==> src/rtl/sprite_pkg.sv <==
// Shared constants for the sprite compositor: default geometry, key colour
// and the RGB444 field positions inside a colour word.
package sprite_pkg;

  localparam int DEF_NUM_SPRITES = 4;
  localparam int DEF_SPR_W       = 14;
  localparam int DEF_SPR_H       = 16;
  localparam int DEF_PIX_W       = 10;
  localparam int DEF_COLOR_W     = 12;
  localparam int DEF_ADDR_W      = 8;
  localparam int DEF_ROM_LAT     = 1;

  // Pink marks transparent sprite pixels
  localparam logic [11:0] DEF_KEY_COLOR = 12'hA0A;

  // RGB444 field slices within a 12-bit colour word
  localparam int RED_HI = 11;
  localparam int RED_LO = 8;
  localparam int GRN_HI = 7;
  localparam int GRN_LO = 4;
  localparam int BLU_HI = 3;
  localparam int BLU_LO = 0;

endpackage

==> src/rtl/sprite_hit_test.sv <==
// Window test and ROM address for one sprite against the current pixel.
module sprite_hit_test
  import sprite_pkg::*;
#(
  parameter int PIX_W  = DEF_PIX_W,
  parameter int SPR_W  = DEF_SPR_W,
  parameter int SPR_H  = DEF_SPR_H,
  parameter int ADDR_W = DEF_ADDR_W
) (
  input  logic [PIX_W-1:0]  hor_pix_i,
  input  logic [PIX_W-1:0]  ver_pix_i,
  input  logic [PIX_W-1:0]  x_i,
  input  logic [PIX_W-1:0]  y_i,
  input  logic              en_i,
  output logic              on_o,
  output logic [ADDR_W-1:0] addr_o
);

  // One extra bit keeps a sprite near the right/bottom edge from wrapping
  // around and matching small counter values.
  logic [PIX_W:0]   x_end, y_end;
  logic             in_x, in_y;
  logic [PIX_W-1:0] dx, dy;

  assign x_end = {1'b0, x_i} + (PIX_W+1)'(SPR_W);
  assign y_end = {1'b0, y_i} + (PIX_W+1)'(SPR_H);

  assign in_x = (hor_pix_i >= x_i) && ({1'b0, hor_pix_i} < x_end);
  assign in_y = (ver_pix_i >= y_i) && ({1'b0, ver_pix_i} < y_end);
  assign on_o = en_i && in_x && in_y;

  // Offsets are bounded by the sprite size, so ADDR_W bits hold them exactly
  assign dx     = hor_pix_i - x_i;
  assign dy     = ver_pix_i - y_i;
  assign addr_o = on_o ? (ADDR_W'(dx) + ADDR_W'(dy) * ADDR_W'(SPR_W)) : '0;

endmodule

==> src/rtl/sprite_compositor.sv <==
// Composites NUM_SPRITES colour-keyed sprites over an external background and
// reports per-frame pixel-accurate collisions of sprite 0 with the others.
module sprite_compositor
  import sprite_pkg::*;
#(
  parameter int NUM_SPRITES = DEF_NUM_SPRITES,
  parameter int SPR_W       = DEF_SPR_W,
  parameter int SPR_H       = DEF_SPR_H,
  parameter int PIX_W       = DEF_PIX_W,
  parameter int COLOR_W     = DEF_COLOR_W,
  parameter int ADDR_W      = DEF_ADDR_W,
  parameter int ROM_LAT     = DEF_ROM_LAT,
  parameter logic [COLOR_W-1:0] KEY_COLOR = COLOR_W'(DEF_KEY_COLOR)
) (
  input  logic                           clk,
  input  logic                           reset_n,
  input  logic                           pix_en,
  input  logic [PIX_W-1:0]               hor_pix,
  input  logic [PIX_W-1:0]               ver_pix,
  input  logic                           frame_end,
  input  logic [NUM_SPRITES*PIX_W-1:0]   spr_x,
  input  logic [NUM_SPRITES*PIX_W-1:0]   spr_y,
  input  logic [NUM_SPRITES-1:0]         spr_en,
  output logic [NUM_SPRITES*ADDR_W-1:0]  rom_addr,
  input  logic [NUM_SPRITES*COLOR_W-1:0] rom_data,
  input  logic                           bg_on,
  input  logic [COLOR_W-1:0]             bg_color,
  output logic [COLOR_W-1:0]             color_out,
  output logic                           color_valid,
  output logic [NUM_SPRITES-1:0]         hit_mask,
  output logic                           hit_any
);

  // Address register plus ROM_LAT ROM stages brings flags level with rom_data
  localparam int DLY = 1 + ROM_LAT;

  logic [NUM_SPRITES*PIX_W-1:0]  shadow_x_q, shadow_y_q;
  logic [NUM_SPRITES-1:0]        shadow_en_q;
  logic [NUM_SPRITES-1:0]        on_d;
  logic [NUM_SPRITES*ADDR_W-1:0] addr_d, rom_addr_q;
  logic [NUM_SPRITES-1:0]        on_dly_q [DLY];
  logic [DLY-1:0]                vld_dly_q, fe_dly_q;
  logic                          vld_al, fe_al;
  logic [NUM_SPRITES-1:0]        opaque, hits_now, hit_mask_d;
  logic [NUM_SPRITES-1:0]        acc_q, hit_mask_q;
  logic [COLOR_W-1:0]            color_d, color_out_q;
  logic                          color_valid_q, hit_any_q;

  assign vld_al = vld_dly_q[DLY-1];
  assign fe_al  = fe_dly_q[DLY-1];

  genvar gi;
  generate
    for (gi = 0; gi < NUM_SPRITES; gi++) begin : g_spr
      sprite_hit_test #(
        .PIX_W (PIX_W),
        .SPR_W (SPR_W),
        .SPR_H (SPR_H),
        .ADDR_W(ADDR_W)
      ) u_hit (
        .hor_pix_i(hor_pix),
        .ver_pix_i(ver_pix),
        .x_i      (shadow_x_q[gi*PIX_W +: PIX_W]),
        .y_i      (shadow_y_q[gi*PIX_W +: PIX_W]),
        .en_i     (shadow_en_q[gi]),
        .on_o     (on_d[gi]),
        .addr_o   (addr_d[gi*ADDR_W +: ADDR_W])
      );
      assign opaque[gi] = on_dly_q[DLY-1][gi] &&
                          (rom_data[gi*COLOR_W +: COLOR_W] != KEY_COLOR);
    end
  endgenerate

  // Capture sprite placement on the last pixel so the next frame sees it whole
  always_ff @(posedge clk or negedge reset_n) begin
    if (!reset_n) begin
      shadow_x_q  <= '0;
      shadow_y_q  <= '0;
      shadow_en_q <= '0;
    end else if (pix_en && frame_end) begin
      shadow_x_q  <= spr_x;
      shadow_y_q  <= spr_y;
      shadow_en_q <= spr_en;
    end
  end

  // Register ROM addresses and carry on/valid/frame-end flags toward rom_data
  always_ff @(posedge clk or negedge reset_n) begin
    if (!reset_n) begin
      rom_addr_q <= '0;
      for (int k = 0; k < DLY; k++) on_dly_q[k] <= '0;
      vld_dly_q  <= '0;
      fe_dly_q   <= '0;
    end else begin
      rom_addr_q  <= addr_d;
      on_dly_q[0] <= on_d & {NUM_SPRITES{pix_en}};
      for (int k = 1; k < DLY; k++) on_dly_q[k] <= on_dly_q[k-1];
      vld_dly_q   <= {vld_dly_q[DLY-2:0], pix_en};
      fe_dly_q    <= {fe_dly_q[DLY-2:0], pix_en & frame_end};
    end
  end

  // Priority mux: lowest-index opaque sprite, then background, then black
  always_comb begin
    color_d = bg_on ? bg_color : '0;
    for (int i = NUM_SPRITES - 1; i >= 0; i--) begin
      if (opaque[i]) color_d = rom_data[i*COLOR_W +: COLOR_W];
    end
  end

  // Collisions of the player car with each other sprite on this pixel
  always_comb begin
    hits_now    = opaque & {NUM_SPRITES{opaque[0]}};
    hits_now[0] = 1'b0;
    hit_mask_d  = acc_q | hits_now;
  end

  // Output pixel register and per-frame collision accumulator
  always_ff @(posedge clk or negedge reset_n) begin
    if (!reset_n) begin
      color_out_q   <= '0;
      color_valid_q <= 1'b0;
      acc_q         <= '0;
      hit_mask_q    <= '0;
      hit_any_q     <= 1'b0;
    end else begin
      color_valid_q <= vld_al;
      if (vld_al) color_out_q <= color_d;
      if (fe_al) begin
        hit_mask_q <= hit_mask_d;
        hit_any_q  <= |hit_mask_d[NUM_SPRITES-1:1];
        acc_q      <= '0;
      end else if (vld_al) begin
        acc_q <= hit_mask_d;
      end
    end
  end

  assign rom_addr    = rom_addr_q;
  assign color_out   = color_out_q;
  assign color_valid = color_valid_q;
  assign hit_mask    = hit_mask_q;
  assign hit_any     = hit_any_q;

endmodule

==> config.mk <==
export PLATFORM = sky130hd
export DESIGN_NAME = sprite_compositor
export DESIGN_NICKNAME = d
export VERILOG_FILES = /design/src/rtl/sprite_pkg.sv /design/src/rtl/sprite_hit_test.sv /design/src/rtl/sprite_compositor.sv
export SDC_FILE = /design/constraint.sdc
export NUM_CORES = 1
export LEC_CHECK = 0
export CAP_MARGIN = 15
export CORE_UTILIZATION = 30
export DETAILED_ROUTE_END_ITERATION = 8
export PLACE_DENSITY_LB_ADDON = 0.25
export SYNTH_ARGS = -nofsm -noshare
export SYNTH_HDL_FRONTEND = slang
export SYNTH_SLANG_ARGS = --single-unit
==> constraint.sdc <==
create_clock -name clk -period 5.6 [get_ports clk]
set_clock_uncertainty 0.1 [all_clocks]
set_input_delay 0.84 -clock clk [delete_from_list [all_inputs] [get_ports clk]]
set_output_delay 0.84 -clock clk [all_outputs]
set_load 0.05 [all_outputs]
# [Word level (Yosys, flattened, before mapping)]
# Cells that the tools add are included.
# W data, S select, Z words.
[word_totals] ff_bits=150 in_bits=169 out_inout_bits=50
[op_classes] add_sub_neg=20 multipliers=4 order_cmp=16 eq_ne=4 muxes=11 bitwise=4 reduce_logical=23
[op_table] operator="$lt A10 B11 Y1" count=8
[op_table] operator="$ge A10 B10 Y1" count=8
[op_table] operator="$sub A8 B8 Y8" count=8
[op_table] operator="$mux W12" count=5
[op_table] operator="$ne A12 B12 Y1 const B" count=4
[op_table] operator="$add A10 B4 Y11 const B" count=4
[op_table] operator="$add A10 B5 Y11 const B" count=4
[op_table] operator="$add A8 B8 Y8" count=4
[op_table] operator="$mul A8 B3 Y7 const B" count=4
[op_table] operator="$mux W8" count=4
[op_table] operator="$logic_and A1 B1 Y1" count=21
[op_table] operator="$and A4 B4 Y4" count=2
[op_table] operator="$mux W4" count=2
[op_table] operator="$or A4 B4 Y4" count=1
[op_table] operator="$reduce_or A3 Y1" count=1
[op_table] operator="$reduce_bool A2 Y1" count=1
[op_table] operator="$and A1 B1 Y1" count=1

# [Depth between registers and ports, before layout]
[depth] ltp_word=6 mapped_depth=21 ltp_nobuf=21

# [Modules after synthesis]
# Synthesis repeated with hierarchy kept, for this count alone.
[unflattened] hier_cells=1327 hier_area_um2=13347.8
[modules_own_cells] mod="sprite_compositor" instances=1 cells_each=401 area_per_inst_um2=5703.0 seq_area_each_um2=3703.6
[modules_own_cells] mod="sprite_hit_test at g_spr[1].u_hit" instances=1 cells_each=248 area_per_inst_um2=2001.9 seq_area_each_um2=0.0
[modules_own_cells] mod="sprite_hit_test at g_spr[2].u_hit" instances=1 cells_each=222 area_per_inst_um2=1911.8 seq_area_each_um2=0.0
[modules_own_cells] mod="sprite_hit_test at g_spr[3].u_hit" instances=1 cells_each=227 area_per_inst_um2=1875.5 seq_area_each_um2=0.0
[modules_own_cells] mod="sprite_hit_test at g_spr[0].u_hit" instances=1 cells_each=229 area_per_inst_um2=1855.5 seq_area_each_um2=0.0

# [Worst setup path after synthesis]
# No wires, ideal clock.
[synth_timing] kind="input port to flip-flop" start="input port ver_pix[0]" end="register rom_addr_q[7], in the netlist rom_addr[7]" setup_time_ps=82 arrival_time_ps=4864 required_time_ps=5418 setup_slack_ps=554 stages=20 path_buffers=0 cell_sequence="inv_1 ha_1 inv_1 fa_1 xor2_1 inv_1 fa_1 inv_1 ha_1 inv_1 fa_1 fa_1 inv_1 ha_1 a21oi_1 o21bai_1 a21oi_4 xnor2_1 xor3_1 nor3_2"
[synth_between] elab_chain_cells=4 word_cells_on_any_way=8 classes_between="add/sub: 2; mul: 1; order compare: 2; mux: 1; reduce/logical: 2"
[synth_rtl] item="start, declared" line_no="sprite_compositor.sv:19" source="input logic [PIX_W-1:0] ver_pix,"
[synth_rtl] item="$sub A8 B8 Y8 (tied with other cells)" line_no="sprite_hit_test.sv:34" source="assign dy = ver_pix_i - y_i;"
[synth_rtl] item="$mul A8 B3 Y7 or $logic_and A1 B1 Y1 (tied branches)" line_no="sprite_hit_test.sv:35, sprite_hit_test.sv:29"
[synth_rtl] item="$add A8 B8 Y8 or $logic_and A1 B1 Y1 (tied branches)" line_no="sprite_hit_test.sv:35, sprite_hit_test.sv:30"
[synth_rtl] item="$mux W8 (*)" line_no="sprite_hit_test.sv:35" source="assign addr_o = on_o ? (ADDR_W'(dx) + ADDR_W'(dy) * ADDR_W'(SPR_W)) : '0;"
[synth_rtl] item="net addr_d[7]" line_no="sprite_compositor.sv:40" source="logic [NUM_SPRITES*ADDR_W-1:0] addr_d, rom_addr_q;"
[synth_rtl] item="end signal, assigned" line_no="sprite_compositor.sv:95" source="rom_addr_q <= addr_d;"
[synth_rtl] item="end, declared" line_no="sprite_compositor.sv:40"
# The timed path passes the listed nets; every way through them passes the cells marked *.
# A chain may end at the register's enable or synchronous reset.

# [Worst setup path in the final report]
[layout_timing] start="input port ver_pix[0]" end="register rom_addr_q[15], in the netlist rom_addr[15]"
# Same word-level chain as after synthesis.

==> impl_metrics.json <==
{
  "status": "finished, final reports clean",
  "critical_path_peak_fanout": 4,
  "grt_pass1_vias": 11400,
  "grt_antenna_before_repair": 0,
  "routed_wl_um": 39000,
  "power_leakage_nw": 7.65,
  "synthDistinctLibCells": 69,
  "critPathCapture": "rom_addr[15]",
  "slew_violations": 0,
  "cts_tree": "done",
  "grt_usage_pct": 18.3,
  "power_frac_comb_pct": 70.2,
  "cts_resized": 0,
  "hold_path.class": "input port to async pin",
  "area_growth_pct": 28.9,
  "fin_crit_ns": 5.31,
  "wire_per_inst_um": 17.5,
  "via_per_inst": 4.84,
  "initial_core_util_pct": 30.6,
  "p_int_mw": 4.99,
  "postSynthCellCount": 1431,
  "final_common_cell": "clkdlybuf4s50_1",
  "p_clk_share_pct": 14.5,
  "fin_nets": 2097,
  "drtAntennaViolNets": 0,
  "grt_max_degree": 118,
  "drtPass1Iterations": 4,
  "numCtsBuffers": 17,
  "required_ns": 5.85,
  "post_route_cells_drive_above_1_share_pct": 7.13,
  "die_y_um": 209,
  "synth_edf_count": 0,
  "drc_errors": 0,
  "setup_tns_ns": 0,
  "maxCapViolCount": 0,
  "cts.sinks": 148,
  "swShare_pct": 42.0,
  "reg2reg_depth": 19,
  "htree_num_levels": 4,
  "cellPowerDensity_nw_per_um2": 517,
  "finalCritPeriodShare_pct": 94.8,
  "crit_arrival_ns": 5.56,
  "ir_drop_uv": 341,
  "ys.flop_type": "dfrtp_1",
  "clock.fmax_ghz": 0.188,
  "synthesis.area_um2": 12900,
  "cts.clk_slew.worst_paths_ns": 0.06,
  "tightest_slew_ns": 0.962,
  "die_w_um": 209,
  "setup_viol": 0,
  "r2r_end": "rom_addr[15]",
  "synth-seq-area-share_pct": 28.7,
  "grt_pass1_wl_um": 61500,
  "diodes": 0,
  "final_core_util_pct": 39.4,
  "drt_iter0_markers": 440,
  "ys_seq_elements": 148,
  "hold_violations": 0,
  "r2r_start": "shadow_y_q[10]",
  "gp_congestion": 0.857,
  "most-common-layout-cells": "216 x clkdlybuf4s50_1, 200 x ha_1, 180 x inv_1",
  "crit_path_start_kind": "input port",
  "port_buffers": 217,
  "pwr-share-seq_pct": 15.3,
  "dp_hpwl_um": 31600,
  "dieArea_um2": 43800,
  "syn_nets": 1844,
  "cts_root_buffer": "clkbuf_16",
  "power_mw": 8.60,
  "max-slew-margin-rel_pct": 35.7,
  "overflow": 0,
  "startpoint": "ver_pix[0]",
  "async_flop_share_pct": 100,
  "ioPinCount": 219,
  "vias": 10800,
  "rows": 75,
  "coreArea_um2": 42100,
  "path_class": "input port to flip-flop",
  "ctsHoldBuffers": 0,
  "worstSkewPairLatency_ns": 0.46,
  "postCtsSetupBuffers": 0,
  "crit_path_end_kind": "flip-flop",
  "clockBufferDepth": 2,
  "power.switching_mw": 3.61,
  "yosys_warnings": 0,
  "rrSetupSlack_ns": 0.83,
  "rsz0062_at_grt": "no",
  "synth_area_per_cell_um2": 9.01
}
## per-layer routing
layer / part of all wire (%) / global-route usage (%) / routed length, um
met1: 45 / 22.7 / 17500
met2: 48 / 31.3 / 18900
met3: 3.7 / 3.41 / 1450
met4: 3.0 / 6.77 / 1170
met5: 0 / 0 / 0
## state kept, by name (all words and copies together), names as in the netlist
signal / count
acc_q: 3
color_out: 12
color_valid: 1
fe_dly_q: 2
hit_any: 1
hit_mask: 3
on_dly_q: 8
rom_addr: 32
shadow_en_q: 4
shadow_x_q: 40
shadow_y_q: 40
vld_dly_q: 2
## worst max-delay path: stages
cell	delay [ns]
clkdlybuf4s50_1	0.41
inv_2	0.14
ha_1	0.19
inv_1	0.05
fa_1	0.39
xor2_1	0.26
inv_1	0.15
fa_1	0.56
inv_1	0.04
ha_1	0.20
inv_1	0.07
fa_1	0.42
fa_1	0.49
inv_1	0.04
ha_1	0.30
a21oi_1	0.19
o21bai_1	0.08
a21oi_1	0.17
xnor2_1	0.15
xnor3_1	0.24
nor4_1	0.16
## final cells by class
class | count | area, um^2
Clock inverter | 15 | 193
Tap cell | 539 | 674
Sequential cell | 148 | 3700
Inverter | 198 | 743
Fill cell | 4232 | 25500
Clock buffer | 17 | 425
Multi-Input combinational cell | 1051 | 8310
Timing Repair Buffer | 268 | 2570
## how the worst min path moves through the flow
stage,endpoint,cells after the start,slack (ns),startpoint
2_1_floorplan,fe_dly_q[1],0,0.23,fe_dly_q[0]
3_3_place_gp,vld_dly_q[1],0,0.23,vld_dly_q[0]
3_5_place_dp,vld_dly_q[1],0,0.24,vld_dly_q[0]
4_1_cts,on_dly_q[2],0,0.24,on_dly_q[6]
5_1_grt,vld_dly_q[1],0,0.26,vld_dly_q[0]
6_report,shadow_y_q[38],1,0.25,reset_n
## power groups by stage
stage | Combinational, mW | Clock [mW] | Sequential [mW]
5_1_grt | 6.78 | 1.33 | 1.33
3_5_place_dp | 6.07 | 0 | 1.34
6_report | 6.04 | 1.25 | 1.32
3_3_place_gp | 5.93 | 0 | 1.34
2_1_floorplan | 4.29 | 0 | 1.50
4_1_cts | 6.10 | 1.29 | 1.32
## stage by stage
step                      setup WS, ns  cells  hold WS (ns)  cell area, um^2
after floorplan                  0.554   1431         0.231            12900
after global placement          -0.156   2204         0.232            16000
after detailed placement        -0.255   2204         0.236            16000
after CTS                        0.228   2236         0.243            16600
after global routing            0.0117   2236         0.255            16600
final                            0.292   2236         0.246            16600
## logic make-up after synthesis
kind of cell    Yosys count  synth area share (%)
compound gates          339                  16.1
simple gates            336                  12.3
fa+ha+maj               244                  26.3
buf+inv                 232                  6.81
flops                   148                  28.7
xor+xnor                114                  8.35
mux                      17                  1.44
other cells               1                0.0291
## Yosys cell counts (20+ instances only)
master | number | area share, %
o21a_1 | 20 | 1.2
nor3_1 | 39 | 1.5
ha_1 | 200 | 19
a21o_1 | 40 | 2.3
nand2_1 | 164 | 4.8
nand3_1 | 30 | 1.2
a21oi_1 | 72 | 2.8
nor2_1 | 38 | 1.1
clkbuf_1 | 28 | 0.82
inv_1 | 181 | 5.3
fa_1 | 44 | 6.8
o21ai_1 | 40 | 1.6
xnor2_1 | 96 | 6.5
o21ai_0 | 99 | 3.8
dfrtp_1 | 148 | 29
(Power assumes the default switching activity.)
